[src/rtl/range_sweep_seq_pkg.sv]
// Shared types and sizing constants for the range sweep sequencer.
// Contents:
//   SeqDataW / SeqDwellW / SeqCntW : default widths of value, dwell and count
//   SeqWidthW                      : width of the full-mode bit-width input
//   seq_state_e                    : sequencer states
//   seq_cfg_t                      : configuration latched on start
package range_sweep_seq_pkg;

  localparam int unsigned SeqDataW  = 32;
  localparam int unsigned SeqDwellW = 16;
  localparam int unsigned SeqCntW   = 32;
  localparam int unsigned SeqWidthW = $clog2(SeqDataW) + 1;

  typedef enum logic [1:0] {
    StIdle,
    StDrive,
    StDwell,
    StDone
  } seq_state_e;

  typedef struct packed {
    logic                 full_mode;
    logic [SeqDataW-1:0]  start;
    logic [SeqDataW-1:0]  stop;
    logic [SeqDataW-1:0]  step;
    logic [SeqDwellW-1:0] dwell;
  } seq_cfg_t;

endpackage

[src/rtl/range_sweep_seq_dwell_timer.sv]
// Dwell timer: loadable down-counter that flags the last dwell cycle.
// Ports:
//   clk, rst_n : clock, synchronous active-low reset
//   load_i     : load dwell_i into the counter
//   dwell_i    : dwell length in cycles
//   dec_i      : decrement while dwelling
//   expire_o   : counter holds 1, i.e. this is the final dwell cycle
module range_sweep_seq_dwell_timer #(
  parameter int unsigned DWELL_W = 16
) (
  input  logic               clk,
  input  logic               rst_n,
  input  logic               load_i,
  input  logic [DWELL_W-1:0] dwell_i,
  input  logic               dec_i,
  output logic               expire_o
);

  logic [DWELL_W-1:0] cnt_q;

  always_ff @(posedge clk) begin
    if (!rst_n) begin
      cnt_q <= '0;
    end else if (load_i) begin
      cnt_q <= dwell_i;
    end else if (dec_i && (cnt_q != '0)) begin
      cnt_q <= cnt_q - DWELL_W'(1);
    end
  end

  assign expire_o = (cnt_q == DWELL_W'(1));

endmodule

[src/rtl/range_sweep_seq.sv]
// Sweep sequencer: emits start..stop by step (range mode, signed) or
// 0..2**width-1 (full mode) on a valid/ready port, with a dwell gap
// after each accepted value.
// Ports:
//   clk, rst_n                  : clock, synchronous active-low reset
//   start_i, abort_i            : start pulse (IDLE/DONE only), abort to IDLE
//   full_mode_i, width_i        : full-range select and its bit width
//   start_val_i, stop_val_i     : signed inclusive range (range mode)
//   step_i, dwell_i             : signed increment (>0), idle cycles per value
//   val_o, valid_o, ready_i     : value output handshake
//   busy_o, done_o, err_o       : sweep active, completion pulse, reject pulse
//   count_o                     : saturating count of transferred values
module range_sweep_seq
  import range_sweep_seq_pkg::*;
#(
  parameter int unsigned DATA_W  = SeqDataW,
  parameter int unsigned DWELL_W = SeqDwellW,
  parameter int unsigned CNT_W   = SeqCntW
) (
  input  logic                 clk,
  input  logic                 rst_n,
  input  logic                 start_i,
  input  logic                 abort_i,
  input  logic                 full_mode_i,
  input  logic [SeqWidthW-1:0] width_i,
  input  logic [DATA_W-1:0]    start_val_i,
  input  logic [DATA_W-1:0]    stop_val_i,
  input  logic [DATA_W-1:0]    step_i,
  input  logic [DWELL_W-1:0]   dwell_i,
  output logic [DATA_W-1:0]    val_o,
  output logic                 valid_o,
  input  logic                 ready_i,
  output logic                 busy_o,
  output logic                 done_o,
  output logic                 err_o,
  output logic [CNT_W-1:0]     count_o
);

  localparam logic [SeqWidthW-1:0] WidthMax = SeqWidthW'(DATA_W);

  // One extra bit so start/stop/next compares never wrap; zero-extension in
  // full mode turns the signed compare into an unsigned one.
  function automatic logic [DATA_W:0] ext(input logic [DATA_W-1:0] v, input logic zero_ext);
    return zero_ext ? {1'b0, v} : {v[DATA_W-1], v};
  endfunction

  seq_state_e          state_q;
  seq_cfg_t            cfg_q;
  seq_cfg_t            cfg_new;
  logic [DATA_W-1:0]   val_q;
  logic                valid_q;
  logic                busy_q;
  logic                done_q;
  logic                err_q;
  logic [CNT_W-1:0]    count_q;

  logic [DATA_W-1:0]   full_stop;
  logic [DATA_W:0]     next_ext;
  logic [DATA_W-1:0]   next_val;
  logic                cfg_bad;
  logic                cfg_empty;
  logic                is_last;
  logic                xfer;
  logic                timer_load;
  logic                timer_dec;
  logic                timer_expire;

  always_comb begin
    full_stop = (width_i >= WidthMax) ? '1 : ~({DATA_W{1'b1}} << width_i);

    cfg_new.full_mode = full_mode_i;
    cfg_new.start     = full_mode_i ? '0 : start_val_i;
    cfg_new.stop      = full_mode_i ? full_stop : stop_val_i;
    cfg_new.step      = full_mode_i ? DATA_W'(1) : step_i;
    cfg_new.dwell     = dwell_i;

    cfg_bad   = full_mode_i ? (width_i > WidthMax) : (step_i[DATA_W-1] || (step_i == '0));
    cfg_empty = $signed(ext(cfg_new.start, full_mode_i)) >
                $signed(ext(cfg_new.stop, full_mode_i));

    next_ext = ext(val_q, cfg_q.full_mode) + ext(cfg_q.step, cfg_q.full_mode);
    next_val = next_ext[DATA_W-1:0];
    is_last  = $signed(next_ext) > $signed(ext(cfg_q.stop, cfg_q.full_mode));

    xfer       = (state_q == StDrive) && ready_i && !abort_i;
    timer_load = xfer && !is_last && (cfg_q.dwell != '0);
    timer_dec  = (state_q == StDwell);
  end

  range_sweep_seq_dwell_timer #(
    .DWELL_W (DWELL_W)
  ) u_dwell_timer (
    .clk      (clk),
    .rst_n    (rst_n),
    .load_i   (timer_load),
    .dwell_i  (cfg_q.dwell),
    .dec_i    (timer_dec),
    .expire_o (timer_expire)
  );

  always_ff @(posedge clk) begin
    if (!rst_n) begin
      state_q <= StIdle;
      cfg_q   <= '0;
      val_q   <= '0;
      valid_q <= 1'b0;
      busy_q  <= 1'b0;
      done_q  <= 1'b0;
      err_q   <= 1'b0;
      count_q <= '0;
    end else begin
      done_q <= 1'b0;
      err_q  <= 1'b0;
      if (abort_i) begin
        // Beats any transfer in the same cycle; that transfer is not counted.
        state_q <= StIdle;
        valid_q <= 1'b0;
        busy_q  <= 1'b0;
      end else begin
        unique case (state_q)
          StIdle, StDone: begin
            if (start_i) begin
              if (cfg_bad) begin
                err_q <= 1'b1;
              end else begin
                cfg_q   <= cfg_new;
                count_q <= '0;
                if (cfg_empty) begin
                  state_q <= StDone;
                  done_q  <= 1'b1;
                end else begin
                  state_q <= StDrive;
                  val_q   <= cfg_new.start;
                  valid_q <= 1'b1;
                  busy_q  <= 1'b1;
                end
              end
            end
          end
          StDrive: begin
            if (ready_i) begin
              if (count_q != '1) count_q <= count_q + CNT_W'(1);
              if (is_last) begin
                state_q <= StDone;
                valid_q <= 1'b0;
                busy_q  <= 1'b0;
                done_q  <= 1'b1;
              end else if (cfg_q.dwell == '0) begin
                val_q <= next_val;
              end else begin
                state_q <= StDwell;
                valid_q <= 1'b0;
              end
            end
          end
          StDwell: begin
            if (timer_expire) begin
              state_q <= StDrive;
              val_q   <= next_val;
              valid_q <= 1'b1;
            end
          end
          default: state_q <= StIdle;
        endcase
      end
    end
  end

  assign val_o   = val_q;
  assign valid_o = valid_q;
  assign busy_o  = busy_q;
  assign done_o  = done_q;
  assign err_o   = err_q;
  assign count_o = count_q;

endmodule

[config.mk]
export PLATFORM = sky130hd
export DESIGN_NAME = range_sweep_seq
export DESIGN_NICKNAME = d
export VERILOG_FILES = /design/src/rtl/range_sweep_seq_pkg.sv /design/src/rtl/range_sweep_seq_dwell_timer.sv /design/src/rtl/range_sweep_seq.sv
export SDC_FILE = /design/constraint.sdc
export NUM_CORES = 1
export LEC_CHECK = 0
export BUFFER_PORTS_ARGS = -buffer_cell sky130_fd_sc_hd__buf_4
export CAP_MARGIN = 10
export CORE_ASPECT_RATIO = 1.2
export CORE_UTILIZATION = 50
export CTS_CLUSTER_SIZE = 14
export DETAILED_ROUTE_END_ITERATION = 7
export PLACE_DENSITY = 0.68
export SLEW_MARGIN = 20
export SYNTH_ARGS = -nofsm -noshare
export SYNTH_HDL_FRONTEND = slang
export SYNTH_SLANG_ARGS = --single-unit
[constraint.sdc]
create_clock -name clk -period 10.4 [get_ports clk]
set_input_delay 2.6 -clock clk [delete_from_list [all_inputs] [get_ports clk]]
set_output_delay 2.6 -clock clk [all_outputs]
set_load 0.01 [all_outputs]
# --- After elaboration in Yosys (flattened, before gate mapping) ---
# Index checks and enable logic that the tools add are counted.
# W data, S select, Z words.
word_totals:
  ff_bits: 167
  word_cells: 116
  output_inout_bits: 68
  input_bits: 124
op_classes:
  order_cmp: 4
  mux: 51
  bitwise_logic: 6
  n_reduce_logical: 24
  n_eq_ne: 15
  addsub: 3
  shifts: 1
ops:
  columns: ["op", "count"]
  rows:
  - ["$mux W32", 15]
  - ["$mux W33", 5]
  - ["$pmux W32 S3", 1]
  - ["$gt A33 B33 Y1", 2]
  - ["$pmux W32 S2", 1]
  - ["$add A33 B33 Y33", 1]
  - ["$add A32 B1 Y32 const B", 1]
  - ["$logic_not A32 Y1", 1]
  - ["$mux W16", 2]
  - ["$ne A32 B32 Y1 const B", 1]
  - ["$not A32 Y32", 1]
  - ["$reduce_bool A16 Y1", 2]
  - ["$shl A32 B6 Y32 const A", 1]
  - ["$reduce_and A6 Y1", 3]
  - ["$eq A16 B1 Y1 const B", 1]
  - ["$logic_not A16 Y1", 1]
  - ["$mux W1", 16]
  - ["$sub A16 B1 Y16 const B", 1]
  - ["$mux W2", 7]
  - ["$ne A2 B2 Y1 const B", 7]
  - ["$reduce_and A8 Y1", 1]
  - ["$ge A6 B6 Y1 const B", 1]
  - ["$gt A6 B6 Y1 const B", 1]
  - ["$pmux W2 S3", 1]
  - ["other kinds (16)", 30]

# --- Longest topological paths before layout ---
# Gate-level depths: netlist (run 1).
logic_depth:
  word_depth: 10
  mapped_depth: 22
  depth_no_buf: 19

# --- By module ---
# From an unflattened synthesis (run 1), not the netlist that was laid out.
hier_totals:
  cells_unflattened: 1501
  area_unflattened_um2: 11478.5
by_module_without_submodules:
  columns: ["module", "area_each_um2", "seq_area_each_um2", "cells_per_inst", "instances"]
  rows:
  - ["range_sweep_seq", 10456.3, 3022.9, 1379, 1]
  - ["range_sweep_seq_dwell_timer", 1022.2, 320.3, 122, 1]

# --- Least setup slack after synthesis (run 1) ---
# Ideal clock, no wire load.
synth_path:
  kind: "in2reg"
  from: "in width_i[4]"
  to: "reg val_q[10] (netlist: val_o[10])"
  setup_time_ps: 142
  cell_stages: 15
  path_slack_ps: 4221
  n_path_buf: 3
  required_time_ps: 10258
  arrival_time_ps: 6037
  cell_sequence: "clkbuf_1 -> or2_2 -> clkbuf_1 -> or4_1 -> o21ai_0 -> ha_1 -> a21o_1 -> a21o_1 -> a221oi_1 -> o221ai_1 -> a21oi_1 -> o211ai_1 -> nor2_1 -> clkbuf_1 -> a311oi_1"
synth_via:
  elab_chain_len: 8
  elab_cells_between_ends: 12
  classes_between: "order compare: 3; eq/ne: 2; shift: 1; mux: 4; bitwise: 1; reduce/logical: 1"
synth_lines:
  columns: ["element", "line_no", "source"]
  rows:
  - ["start, declared", "range_sweep_seq.sv:25", "input logic [SeqWidthW-1:0] width_i,"]
  - ["$shl A32 B6 Y32", "range_sweep_seq.sv:69", "full_stop = (width_i >= WidthMax) ? '1 : ~({DATA_W{1'b1}} << width_i);"]
  - ["$not A32 Y32", "range_sweep_seq.sv:69", null]
  - ["$mux W32", "range_sweep_seq.sv:69", null]
  - ["$mux W32", "range_sweep_seq.sv:73", "cfg_new.stop = full_mode_i ? full_stop : stop_val_i;"]
  - ["$mux W33", "range_sweep_seq.sv:44", "return zero_ext ? {1'b0, v} : {v[DATA_W-1], v};"]
  - ["$gt A33 B33 Y1", "range_sweep_seq.sv:78", "cfg_empty = $signed(ext(cfg_new.start, full_mode_i)) >"]
  - ["$ne A2 B2 Y1 (no line)", null, null]
  - ["$reduce_and A8 Y1 (no line) *", null, null]
  - ["end signal, assigned", "range_sweep_seq.sv:133", "val_q <= cfg_new.start;"]
  - ["end signal, assigned", "range_sweep_seq.sv:149", "val_q <= next_val;"]
  - ["end signal, assigned", "range_sweep_seq.sv:159", "val_q <= next_val;"]
  - ["end, declared", "range_sweep_seq.sv:50", "logic [DATA_W-1:0] val_q;"]
# Every way passes the cells marked *; elsewhere a longest branch is shown, timed or not.
# A chain may end at the register's enable or synchronous reset.

# --- Worst setup path in the final report (run 1) ---
layout_path:
  from: "reg val_q[0] (netlist: val_o[0])"
  to: "reg val_q[27] (netlist: val_o[27])"
layout_via:
  elab_chain_len: 6
  elab_cells_between_ends: 10
  classes_between: "add/sub: 1; order compare: 1; eq/ne: 1; mux: 6; reduce/logical: 1"
layout_lines:
  columns: ["element", "line_no", "source"]
  rows:
  - ["$mux W33 *", "range_sweep_seq.sv:44", null]
  - ["$add A33 B33 Y33 *", "range_sweep_seq.sv:81", "next_ext = ext(val_q, cfg_q.full_mode) + ext(cfg_q.step, cfg_q.full_mode);"]
  - ["parallel branches: the longest is 4 deep, another holds $gt A33 B33 Y1", null, null]
# Every way passes the cells marked *. The select of a mux whose other input is x is not followed.

==> metrics.log, run 1 <==
INFO  metric floorplan.die.width = 142 um
INFO  metric fin_nets = 1899
INFO  metric post-synth-top-area-fraction = 28.3%
INFO  metric start_kind = flop
INFO  metric post-place-cells = 1967
INFO  metric clock_tree.buffer_depth = 2
INFO  metric slew_headroom = 36.3%
INFO  metric worst_clock_skew = 0.0118 ns
INFO  metric place.detailed.hpwl = 27600 um
INFO  metric grt_pass1_wl = 56600 um
INFO  metric r2r_setup_slack = 3.80 ns
INFO  metric worst-endpoint-arrival = 6.92 ns
INFO  metric drt_pass_1_iters = 7
INFO  metric first_global_vias = 11038
INFO  metric cts.root.buffer_cell = clkbuf_16
INFO  metric clock_power_share = 32.4%
INFO  metric placementRows = 61
INFO  metric r2r_start = val_o[0]
INFO  metric ir_worst_vdd = 0.136 mV
INFO  metric total_leakage_power = 5.91 nW
INFO  metric run_status = finished, final reports clean
INFO  metric startpoint = val_o[0]
INFO  metric top_level_ports = 192
INFO  metric ys_seq_elements = 167
INFO  metric biggest_area_contributors_in_the_synthesized_netlist = dfxtp_1 (28%), ha_1 (11%), a21oi_1 (8.5%), nor2_1 (4.8%), nand2_1 (4.2%)
INFO  metric crit_end = val_o[27]
INFO  metric final_period_minus_worst_setup_slack = 6.60 ns
INFO  metric post_route_cells_drive_above_1_share = 16.3%
INFO  metric cts_sinks = 167
INFO  metric port_buffers = 191
INFO  metric cts-htree-levels = 4
INFO  metric synth_fp_nets = 1777
INFO  metric hold_viol_final = 0
INFO  metric cts.repair.resized = 0
INFO  metric post_synthesis_sequential_area_ratio = 28.3%
INFO  metric path_max_fanout = 23
INFO  metric area.growth.synth_to_final = 18.4%
INFO  metric worstRegToRegCells = 20
INFO  metric required = 10.73 ns
INFO  metric drt_iter0_drc = 712
INFO  metric detail_route.wl_per_cell = 18.1 um
INFO  metric switchingPower = 0.772 mW
INFO  metric hold-worst-slack = 0.468 ns
INFO  metric finalMaxSlewViolations = 0
INFO  metric power_frac_seq = 34.7%
INFO  metric fillers = 2233
INFO  metric cts_setup_buffers = 0
INFO  metric worst_slew_pin_slew = 0.956 ns
INFO  metric synthesis.instances = 1549
INFO  metric use_met1 = 34.3%
INFO  metric grt.met2_usage = 53.7%
INFO  metric power_switching_share = 36.2%
INFO  metric clock.fmax = 152 MHz
INFO  metric path_class = flop to flop
INFO  metric power_per_cell_area = 153 nW/um^2
INFO  metric yosysWarnings = 0
INFO  metric setup-violations-final = 0
INFO  metric gp_routability_congestion = 0.935
INFO  metric dominantRegCellSynth = dfxtp_1
INFO  metric diodes = 0
INFO  metric cts_hold_repair.buffers = 0
INFO  metric wl = 36200 um
INFO  metric met3_usage_in_global_routing = 3.07%
INFO  metric floorplan.die.height = 170 um
INFO  metric hold_path_class = flop to flop
INFO  metric synth_cell_types = 72
INFO  metric final_cell_count_no_fill = 1999
INFO  metric initial_core_util = 50.9%
INFO  metric syn-cell-area = 11800 um^2
INFO  metric worst_r2r_endpoint = val_o[27]
INFO  metric dr_total_vias = 11834
INFO  metric grt-busiest-layer = met2
INFO  metric setup.worst_path.end_class = flop
INFO  metric track_usage = 29.9%
INFO  metric post_synthesis_cell_type_with_the_largest_combined_area = dfxtp_1
INFO  metric post_route_clock_period_utilization = 63.4%
INFO  metric grt_max_degree = 69
INFO  metric fp.coreArea = 23200 um^2
INFO  metric cts_made_buffers = 17
INFO  metric totalPowerFinal = 2.13 mW
INFO  metric synth_async_sr_flop_share = 0%
INFO  metric p_comb_share = 32.9%
INFO  metric maxCapViolCount = 0
INFO  metric synth-edff-count = 0
INFO  metric p_int = 1.36 mW
INFO  metric grt_setup_unrepaired = false
INFO  metric worstHoldStart = cfg_q[48]
INFO  metric cts_tree = built
INFO  metric overflow = 0
INFO  metric vias_per_cell = 5.92
INFO  metric clk-insertion-delay-late = 0.44 ns
INFO  metric syn_avg_cell_area = 7.62 um^2
INFO  metric setup_tns = 0 ns
INFO  metric ant_nets = 0
INFO  metric design.die.area = 24200 um^2
INFO  metric initial_antenna_violation_count = 0
INFO  metric detail_route.drc_violations = 0
INFO  metric clk_transition_reported_paths = 0.07 ns
[metal layers]
metal / up-vias / part of all wire (%)
met5: - / 0
met4: 0 / 5.2
met3: 94 / 4.4
met2: 373 / 50
met1: 5536 / 40
li1: 5831 / -
[area by class of cell]
type | count | area, um^2 | area share [%]
inverter | 64 | 241 | 1.73
timing repair buffer | 201 | 1510 | 10.8
multi-input combinational | 1220 | 7850 | 56.2
clock buffer | 19 | 453 | 3.24
tap | 315 | 394 | 2.82
sequential | 167 | 3340 | 23.9
clock inverter | 13 | 184 | 1.32
[metrics by stage]
| stage | setup slack [ns] | area, um^2 | utilization, % |
|---|---|---|---|
| 2_1_floorplan | 4.22 | 11800 | - |
| 3_3_place_gp | 3.62 | 13300 | 57.5 |
| 3_5_place_dp | 3.50 | 13300 | 57.5 |
| 4_1_cts | 3.93 | 14000 | 60.2 |
| 5_1_grt | 3.29 | 14000 | 60.2 |
| 6_report | 3.80 | 14000 | 60.2 |
[synthesized netlist by cell type (all sizes together), types with 3 or more instances]
master and n:
and2 11, nor3 66, mux2i 16, or2 3
a21oi 200, nand2 133, a41oi 4, nor2b 39
o21ai 58, nand3 38, nand2b 12, nor4b 3
a21boi 4, a21o 24, or4 10, dfxtp 167
a211oi 28, or3 11, o21a 11, ha 103
clkbuf 87, nand4 27, a31o 4, and4 10
o221ai 4, xor2 18, nor4 34, nor3b 5
and3 41, xnor2 54, o211ai 15, inv 63
o22ai 9, buf 11, nor2 159, o31ai 8
a311oi 14, a31oi 11, nand3b 4, a221oi 4
[layout by cell type (no fill, tap or decap), types with 5 or more instances in the layout]
master,count
o31ai_1,6
nor2_1,152
inv_1,63
nor2_2,7
dfxtp_1,167
and2_1,10
a311oi_1,14
and4_1,10
or3_1,11
xor2_1,18
nand3_1,38
clkbuf_16,17
o21a_1,11
a211oi_1,28
nor3_1,66
nor4_1,19
nor2b_1,39
nand4_1,27
a21o_1,24
or4_1,7
mux2i_1,16
and3_1,41
ha_1,103
nand2b_1,12
nor4_2,12
nor3b_1,5
o22ai_1,9
nand2_1,133
a31oi_1,10
o211ai_1,14
xnor2_1,54
o21ai_0,58
buf_4,201
a21oi_1,200
[flip-flops by register name, indices dropped and copies added, names as in the netlist]
signal / flops
busy_o: 1
cfg_q: 81
count_o: 32
done_o: 1
err_o: 1
state_q: 2
u_dwell_timer.cnt_q: 16
val_o: 32
valid_o: 1
[power groups by stage]
stage	Sequential (mW)	Combinational [mW]	Clock (mW)
after floorplan	0.742	0.488	0
after global placement	0.752	0.679	0
after detailed placement	0.752	0.689	0
after CTS	0.739	0.695	0.700
after global routing	0.744	0.774	0.726
final	0.739	0.701	0.692
[cell families (layout without fill, tap and decap cells)]
logic type	count (synthesis)	after routing	synth area share, %
buffers and inverters	162	297	5.37
adders and majority gates	104	104	11.1
and+or+nand+nor	609	609	26.7
AOI/OAI and AO/OA	419	419	21.8
muxes	16	16	1.36
xor gates and xnor gates	72	72	5.34
DFF	167	167	28.3
[worst max-delay path, stage by stage, from the launching register on]
cell	delay, ns
dfxtp_1	0.36
ha_1	0.27
fa_1	0.42
a21oi_1	0.22
o22ai_1	0.17
o21ai_0	0.56
o2111ai_1	0.30
a2111oi_2	0.63
nor2_1	0.16
a31oi_1	0.22
xnor2_1	0.19
ha_1	0.30
a21o_1	0.18
a21oi_1	0.14
o211ai_1	0.13
a221oi_2	0.57
o221ai_1	0.27
a31oi_1	0.64
nor2_1	0.21
buf_4	0.28
o221a_2	0.28
[worst min-delay path by stage]
stage	end	slack [ns]	cells past startpoint
after floorplan	cfg_q[48]	0.44	2
after global placement	cfg_q[48]	0.45	2
after detailed placement	cfg_q[48]	0.46	2
after CTS	cfg_q[48]	0.47	2
after global routing	cfg_q[13]	0.50	2
final	cfg_q[48]	0.47	2
Power figures use the tool's default switching activity.
==> run 2: changes to the inputs <==
==> constraint.sdc (replaced) <==
create_clock -name clk -period 6.39 [get_ports clk]
set_input_delay 1.5975 -clock clk [delete_from_list [all_inputs] [get_ports clk]]
set_output_delay 1.5975 -clock clk [all_outputs]
set_load 0.01 [all_outputs]
==> run 2 against run 1 <==
Worst setup slack worse by 3.2 ns. Utilization is 0.12 points higher. Sequential cell count stayed put. Via count is 0.10% lower. Routed wire length is 1.6% higher. Clock skew is 0.0019 ns higher. Critical path depth is 1 lower. Critical endpoint is now val_o[5].
==> metrics.log, run 2 (same netlist as run 1, synthesis figures left out) <==
INFO  metric clk_transition_reported_paths = 0.07 ns (about the same)
INFO  metric placed_area = 13400 um^2 (+0.33%)
INFO  metric cts.root.buffer_cell = clkbuf_16
INFO  metric worst_clock_skew = 0.0137 ns (+0.00192 ns)
INFO  metric post_place_setup_slack = 0.261 ns (-3.24 ns)
INFO  metric floorplan.die.height = 170 um (unchanged)
INFO  metric final_core_utilization = 60.4% (+0.12 points)
INFO  metric cts.repair.resized = 0 (unchanged)
INFO  metric fin_nets = 1904 (+0.26%)
INFO  metric commonest_cells_after_routing_fill_and_taps_aside = buf_4 (205), a21oi_1 (200), dfxtp_1 (167)
INFO  metric path_max_fanout = 14 (-39%)
INFO  metric total_leakage_power = 5.92 nW (+0.21%)
INFO  metric initial_antenna_violation_count = 0 (unchanged)
INFO  metric port_buffers = 191 (unchanged)
INFO  metric design.die.area = 24200 um^2 (unchanged)
INFO  metric post-place-cells = 1972 (+0.25%)
INFO  metric design_area = 14000 um^2 (+0.21%)
INFO  metric top_level_ports = 192 (unchanged)
INFO  metric fin_ws = 0.631 ns (-3.17 ns)
INFO  metric gp_routability_congestion = 0.939 (+0.44%)
INFO  metric overflow = 0 (unchanged)
INFO  metric post_route_cells_drive_above_1_share = 16.5% (+0.19 points)
INFO  metric detail_route.drc_violations = 0 (unchanged)
INFO  metric final_period_minus_worst_setup_slack = 5.76 ns (-0.838 ns)
INFO  metric grt_max_degree = 78 (+13%)
INFO  metric worst-endpoint-arrival = 6.03 ns (-0.89 ns)
INFO  metric ant_nets = 0 (unchanged)
INFO  metric final_cell_count_no_fill = 2004 (+0.25%)
INFO  metric drt_pass_1_iters = 5 (-2)
INFO  metric cts_setup_buffers = 0 (unchanged)
INFO  metric worst_path_most_repeated_cell = ha_1
INFO  metric worstHoldStart = cfg_q[48]
INFO  metric startpoint = val_o[0]
INFO  metric placementRows = 61 (unchanged)
INFO  metric initial_core_util = 50.9% (unchanged)
INFO  metric cts-htree-levels = 4 (unchanged)
INFO  metric cts_hold_repair.buffers = 0 (unchanged)
INFO  metric setup_tns = 0 ns (unchanged)
INFO  metric required = 6.66 ns (-4.07 ns)
INFO  metric clk-insertion-delay-late = 0.44 ns (about the same)
INFO  metric run_status = finished, final reports clean
INFO  metric r2r_start = val_o[0]
INFO  metric hold-worst-slack = 0.474 ns (+0.00647 ns)
INFO  metric setup-violations-final = 0 (unchanged)
INFO  metric vias_per_cell = 5.90 (-0.35%)
INFO  metric area.growth.synth_to_final = 18.6%
INFO  metric place.detailed.hpwl = 28000 um (+1.5%)
INFO  metric totalPowerFinal = 3.46 mW (+62%)
INFO  metric detail_route.wl_per_cell = 18.3 um (+1.3%)
INFO  metric path_class = flop to flop
INFO  metric cts_made_buffers = 17 (unchanged)
INFO  metric ir_worst_vdd = 0.195 mV (+44%)
INFO  metric hold_viol_final = 0 (unchanged)
INFO  metric path_buf_inv = 1 (unchanged)
INFO  metric diodes = 0 (unchanged)
INFO  metric clock.fmax = 174 MHz (+15%)
INFO  metric cts_tree = built
INFO  metric most_common_cell_after_layout_fill_and_taps_aside = buf_4
INFO  metric floorplan.die.width = 142 um (unchanged)
INFO  metric clock_tree.buffer_depth = 2 (unchanged)
INFO  metric worst_slew_pin_slew = 1.08 ns (+0.123 ns)
INFO  metric crit_path_top_delay_cell = a2111oi_2
INFO  metric start_kind = flop
INFO  metric post_route_clock_period_utilization = 90.1% (+27 points)
INFO  metric cts_sinks = 167 (unchanged)
INFO  metric largest_register_ffs = 81 (unchanged)
INFO  metric drt_iter0_drc = 866 (+22%)
INFO  metric maxCapViolCount = 0 (unchanged)
INFO  metric crit_chain = ha_1 > fa_1 > a21oi_1 > o22ai_1 > o21ai_0 > o2111ai_1 > a2111oi_2 > o21bai_1 > nor2b_1 > ha_1 > nand3_1 > or4_1 > o31ai_1 > a221oi_2 > o221ai_1 > a31oi_1 > nor2_2 > buf_4 > a311oi_1
INFO  metric cpLargestDelayFamily = compound AO/OA/AOI/OAI gates
INFO  metric wl = 36700 um (+1.6%)
INFO  metric top_register = cfg_q
INFO  metric hold_path_class = flop to flop
INFO  metric grt_pass1_wl = 57400 um (+1.4%)
INFO  metric dr_total_vias = 11822 (-0.10%)
INFO  metric setup.worst_path.end_class = flop
INFO  metric cp_slowest_stage_delay = 0.60 ns (-0.04 ns)
INFO  metric first_global_vias = 10985 (-0.48%)
INFO  metric slew_headroom = 28.0% (-8.2 points)
INFO  metric finalMaxSlewViolations = 0 (unchanged)
INFO  metric track_usage = 30.5% (+0.62 points)
INFO  metric fp.coreArea = 23200 um^2 (unchanged)
INFO  metric grt_setup_unrepaired = false
INFO  metric power_per_cell_area = 247 nW/um^2 (+62%)
run 2: cell types whose count changed in the layout (fill, tap and decap cells not counted):
cell	change
buf_4	+4
clkbuf_8	-2
clkinvlp_4	+2
a31oi_1	+1
a31oi_2	-1
buf_12	+1
clkbuf_1	+1
inv_6	-1
nor2_1	-1
nor2_2	+1
run 2: tightest hold or removal path: stages, from the launching register on:
cell and delay, ns:
dfxtp_1 0.32, nand2_1 0.06, a21oi_1 0.05
run 2: worst paths after layout:
check                   end  slack (ns)  depth (start not counted)
setup / recovery   val_o[5]        0.63                         19
hold / removal    cfg_q[48]        0.47                          2
setup reg to reg   val_o[5]        0.63                         19
hold reg to reg   cfg_q[48]        0.47                          2
run 2: area by class of cell:
class	count	area (um^2)
multi-input cells	1220	7850
fillers	2279	9200
flip-flops and latches	167	3340
repair buffers	206	1560
inverters	64	241
clock inverters	14	190
clock buffers	18	429
well taps	315	394
run 2: routing by layer:
layer / vias to the layer above / wire (um) / track usage [%]
met5: - / 0 / 0
li1: 5842 / - / -
met2: 377 / 18300 / 53.5
met1: 5498 / 14800 / 35.8
met4: 0 / 2010 / 17.7
met3: 105 / 1620 / 3.35
run 2: report_power, final:
part	leakage, nW	switching (mW)	internal, mW
Combinational	4.27	0.703	0.452
Sequential	1.35	0.0815	1.12
Clock	0.298	0.474	0.629
==> run 3: changes to the inputs <==
--- a/config.mk
+++ b/config.mk
@@ -5,13 +5,15 @@
 export SDC_FILE = /design/constraint.sdc
 export NUM_CORES = 1
 export LEC_CHECK = 0
+export ABC_AREA = 1
+export ABC_CLOCK_PERIOD_IN_PS = 6390
 export BUFFER_PORTS_ARGS = -buffer_cell sky130_fd_sc_hd__buf_4
 export CAP_MARGIN = 10
 export CORE_ASPECT_RATIO = 1.2
 export CORE_UTILIZATION = 50
 export CTS_CLUSTER_SIZE = 14
 export DETAILED_ROUTE_END_ITERATION = 7
-export PLACE_DENSITY = 0.68
+export PLACE_DENSITY = 0.67
 export SLEW_MARGIN = 20
 export SYNTH_ARGS = -nofsm -noshare
 export SYNTH_HDL_FRONTEND = slang
==> run 3 against run 2 <==
Count of clock-buffer cells in the layout decreased by 1. Sequential power is essentially flat. Combinational power down 10%. Hold slack lost 0.0066 ns. Clock power barely moved. Sequential share of layout area fell by 1.4 points. Maximum frequency increased by 12%. Worst setup slack better by 0.62 ns. Via count is 14% higher. Clock skew decreased by 0.0027 ns. Utilization is 0.49 points lower. First-iteration DRC count fell by 13%. Critical path type is now input port to flop. Critical endpoint is now val_o[31]. Highest routed layer unchanged.
==> metrics.log, run 3 <==
INFO  metric run_status = finished, final reports clean
INFO  metric clock_tree.buffer_depth = 2 (unchanged)
INFO  metric power_switching_share = 37.5% (+1.1 points)
INFO  metric final_core_utilization = 59.9% (-0.49 points)
INFO  metric final_cell_count_no_fill = 2537 (+27%)
INFO  metric yosysWarnings = 0 (unchanged)
INFO  metric post_route_clock_period_utilization = 80.5% (-9.7 points)
INFO  metric synth_simple_gate_area_share = 36.3% (+9.6 points)
INFO  metric ys_seq_elements = 167 (unchanged)
INFO  metric hold_viol_final = 0 (unchanged)
INFO  metric dr_total_vias = 13516 (+14%)
INFO  metric endpoint_of_the_worst_hold_path = busy_o
INFO  metric synth_top_family_by_area = simple AND/OR/NAND/NOR gates
INFO  metric cts.root.buffer_cell = clkbuf_16
INFO  metric synth_cell_types = 48 (-33%)
INFO  metric totalPowerFinal = 3.29 mW (-4.8%)
INFO  metric clk-insertion-delay-late = 0.45 ns (about the same)
INFO  metric vias_per_cell = 5.33 (-9.7%)
INFO  metric ir_worst_vdd = 0.186 mV (-4.5%)
INFO  metric post_synth_xor_area_fraction = 3.52% (-1.8 points)
INFO  metric cts_tree = built
INFO  metric final_period_minus_worst_setup_slack = 5.14 ns (-0.618 ns)
INFO  metric detail_route.wl_per_cell = 16.2 um (-12%)
INFO  metric first_global_vias = 12807 (+17%)
INFO  metric placementRows = 63 (+3.3%)
INFO  metric fin_nets = 2427 (+27%)
INFO  metric slew_headroom = 29.0% (+0.96 points)
INFO  metric placed_area = 14300 um^2 (+6.6%)
INFO  metric setup.worst_path.end_class = flop
INFO  metric synthesis.instances = 2056 (+33%)
INFO  metric dominantRegCellSynth = dfxtp_1
INFO  metric top_register = cfg_q
INFO  metric drt_iter0_drc = 751 (-13%)
INFO  metric port_buffers = 191 (unchanged)
INFO  metric top_level_ports = 192 (unchanged)
INFO  metric min_path_cells = 2 (unchanged)
INFO  metric p_comb_share = 31.6% (-1.8 points)
INFO  metric initial_core_util = 51.1% (+0.26 points)
INFO  metric detail_route.drc_violations = 0 (unchanged)
INFO  metric power_per_cell_area = 222 nW/um^2 (-10%)
INFO  metric ant_nets = 0 (unchanged)
INFO  metric fp.coreArea = 24800 um^2 (+7.0%)
INFO  metric worst_r2r_endpoint = val_o[31]
INFO  metric cts_setup_buffers = 0 (unchanged)
INFO  metric post_synthesis_sequential_area_ratio = 26.3% (-2.0 points)
INFO  metric worst-endpoint-arrival = 5.48 ns (-0.55 ns)
INFO  metric grt_pass1_wl = 64400 um (+12%)
INFO  metric worst_clock_skew = 0.0110 ns (-0.00269 ns)
INFO  metric synth.most_common_cell = nand2_1
INFO  metric overflow = 0 (unchanged)
INFO  metric floorplan.die.height = 177 um (+3.7%)
INFO  metric r2r_setup_slack = 1.50 ns (+0.87 ns)
INFO  metric fillers = 2558 (+12%)
INFO  metric synth-edff-count = 0 (unchanged)
INFO  metric area.growth.synth_to_final = 17.1%
INFO  metric worstHoldStart = busy_o
INFO  metric power_frac_seq = 35.7% (+0.9 points)
INFO  metric finalMaxSlewViolations = 0 (unchanged)
INFO  metric share_of_the_synthesized_area_in_compound_gates_ao_oa_aoi_oai = 14.0% (-7.8 points)
INFO  metric worstRegToRegCells = 27 (+8)
INFO  metric syn_avg_cell_area = 6.18 um^2 (-19%)
INFO  metric largest_register_ffs = 81 (unchanged)
INFO  metric wl = 41100 um (+12%)
INFO  metric synth_fp_nets = 2284 (+29%)
INFO  metric post-synth-top-area-fraction = 26.3% (-2.0 points)
INFO  metric synth-adder-area-share = 10.3% (-0.78 points)
INFO  metric r2r_start = val_o[0]
INFO  metric required = 6.73 ns (+0.07 ns)
INFO  metric setup-violations-final = 0 (unchanged)
INFO  metric clk_transition_reported_paths = 0.07 ns (about the same)
INFO  metric syn-cell-area = 12700 um^2 (+7.6%)
INFO  metric proportion_of_synthesized_area_in_mux_cells = 0% (-1.4 points)
INFO  metric post_route_cells_drive_above_1_share = 11.5% (-5.0 points)
INFO  metric worst_slew_pin_slew = 1.06 ns (-0.0209 ns)
INFO  metric cts_made_buffers = 17 (unchanged)
INFO  metric clock.fmax = 195 MHz (+12%)
INFO  metric biggest_area_contributors_in_the_synthesized_netlist = dfxtp_1 (26%), nand2_1 (15%), ha_1 (10%), nor2_1 (9.9%), a21oi_1 (6.8%)
INFO  metric design_area = 14900 um^2 (+6.1%)
INFO  metric hold_path_class = flop to flop
INFO  metric gp_routability_congestion = 0.959 (+2.1%)
INFO  metric post-place-cells = 2505 (+27%)
INFO  metric cts_sinks = 167 (unchanged)
INFO  metric clock_power_share = 32.7% (+0.8 points)
INFO  metric grt_setup_unrepaired = false
INFO  metric cts_hold_repair.buffers = 0 (unchanged)
INFO  metric track_usage = 31.7% (+1.2 points)
INFO  metric commonest_cells_after_routing_fill_and_taps_aside = nand2_1 (509), nor2_1 (334), inv_1 (225)
INFO  metric path_max_fanout = 48 (+34)
INFO  metric place.detailed.hpwl = 32300 um (+16%)
INFO  metric design.die.area = 26000 um^2 (+7.5%)
INFO  metric drt_pass_1_iters = 5 (unchanged)
INFO  metric floorplan.die.width = 147 um (+3.7%)
INFO  metric path_class = input port to flop
INFO  metric total_leakage_power = 7.14 nW (+21%)
INFO  metric diodes = 0 (unchanged)
INFO  metric cts.repair.resized = 0 (unchanged)
INFO  metric start_kind = input port
INFO  metric post_synthesis_cell_type_with_the_largest_combined_area = dfxtp_1
INFO  metric switchingPower = 1.24 mW (-1.9%)
INFO  metric setup_tns = 0 ns (unchanged)
INFO  metric grt_max_degree = 109 (+40%)
INFO  metric synth_async_sr_flop_share = 0% (unchanged)
INFO  metric most_common_cell_after_layout_fill_and_taps_aside = nand2_1
INFO  metric initial_antenna_violation_count = 0 (unchanged)
INFO  metric cts-htree-levels = 4 (unchanged)
INFO  metric synth.top_cells.by_count = nand2_1 (509), nor2_1 (334), inv_1 (226)
INFO  metric p_int = 2.06 mW (-6.5%)
INFO  metric maxCapViolCount = 0 (unchanged)
-- run 3: cell types whose count changed in the layout (fill, tap and decap cells not counted), moves of 41 or more --
cell,change
nand3_1,+93
xnor2_1,-42
o21ai_0,+42
and3_1,-41
inv_1,+162
nor2_1,+183
nand2_1,+376
-- run 3: worst max-delay path by stage --
stage	cells past startpoint	from	slack, ns	to
after CTS	20	full_mode_i	1.29	val_o[31]
after global routing	20	full_mode_i	0.86	val_o[31]
after detailed placement	20	full_mode_i	0.84	val_o[24]
final	20	full_mode_i	1.25	val_o[31]
after floorplan	22	full_mode_i	2.23	val_o[21]
after global placement	20	full_mode_i	1.03	val_o[26]
-- run 3: per-layer routing --
metal	GRT usage [%]	vias to the layer above	part of all wire [%]
met3	4.29	104	4.7
met5	0	-	0
met4	16.7	0	4.6
met1	35.4	6103	40
met2	58.1	379	51
li1	-	6930	-
-- run 3: area by class of cell --
| type | count | area [um^2] | area share, % |
|---|---|---|---|
| timing repair buffer | 198 | 1490 | 10.0 |
| clock buffer | 17 | 425 | 2.86 |
| tap | 325 | 407 | 2.74 |
| inverter | 234 | 878 | 5.91 |
| sequential | 167 | 3340 | 22.5 |
| multi-input combinational | 1581 | 8150 | 54.8 |
| clock inverter | 15 | 174 | 1.17 |
-- run 3: through the flow --
stage	setup slack, ns	hold slack [ns]
detailed placement	0.836	0.458
global route	0.862	0.490
CTS	1.29	0.469
finish	1.25	0.468
floorplan	2.23	0.432
global placement	1.03	0.453
-- run 3: worst max-delay path, cell delays in order --
cell and delay, ns:
buf_4 0.40, inv_2 0.29, buf_4 0.35, a221oi_1 0.47
ha_1 0.33, nand2_1 0.08, inv_1 0.04, o21bai_1 0.11
nand2_1 0.06, a21oi_1 0.12, nand2_1 0.06, nor2_1 0.13
nand2_1 0.06, nand2_1 0.09, nand3_2 0.21, nand3_2 0.42
buf_4 0.40, nand2_1 0.09, nand2_1 0.08, nor2_1 0.06
-- run 3: cell families after synthesis --
kind of cell | count (synthesis)
AOI/OAI and AO/OA | 326
xor gates and xnor gates | 51
adders and majority gates | 104
buffers and inverters | 308
DFF | 167
and+or+nand+nor | 1100
-- run 3: power groups by stage --
stage	sequential, mW	combinational, mW	clock (mW)
finish	1.18	1.04	1.08
global route	1.18	1.18	1.13
CTS	1.18	1.03	1.09
detailed placement	1.20	1.03	0
global placement	1.20	1.01	0
floorplan	1.19	0.715	0
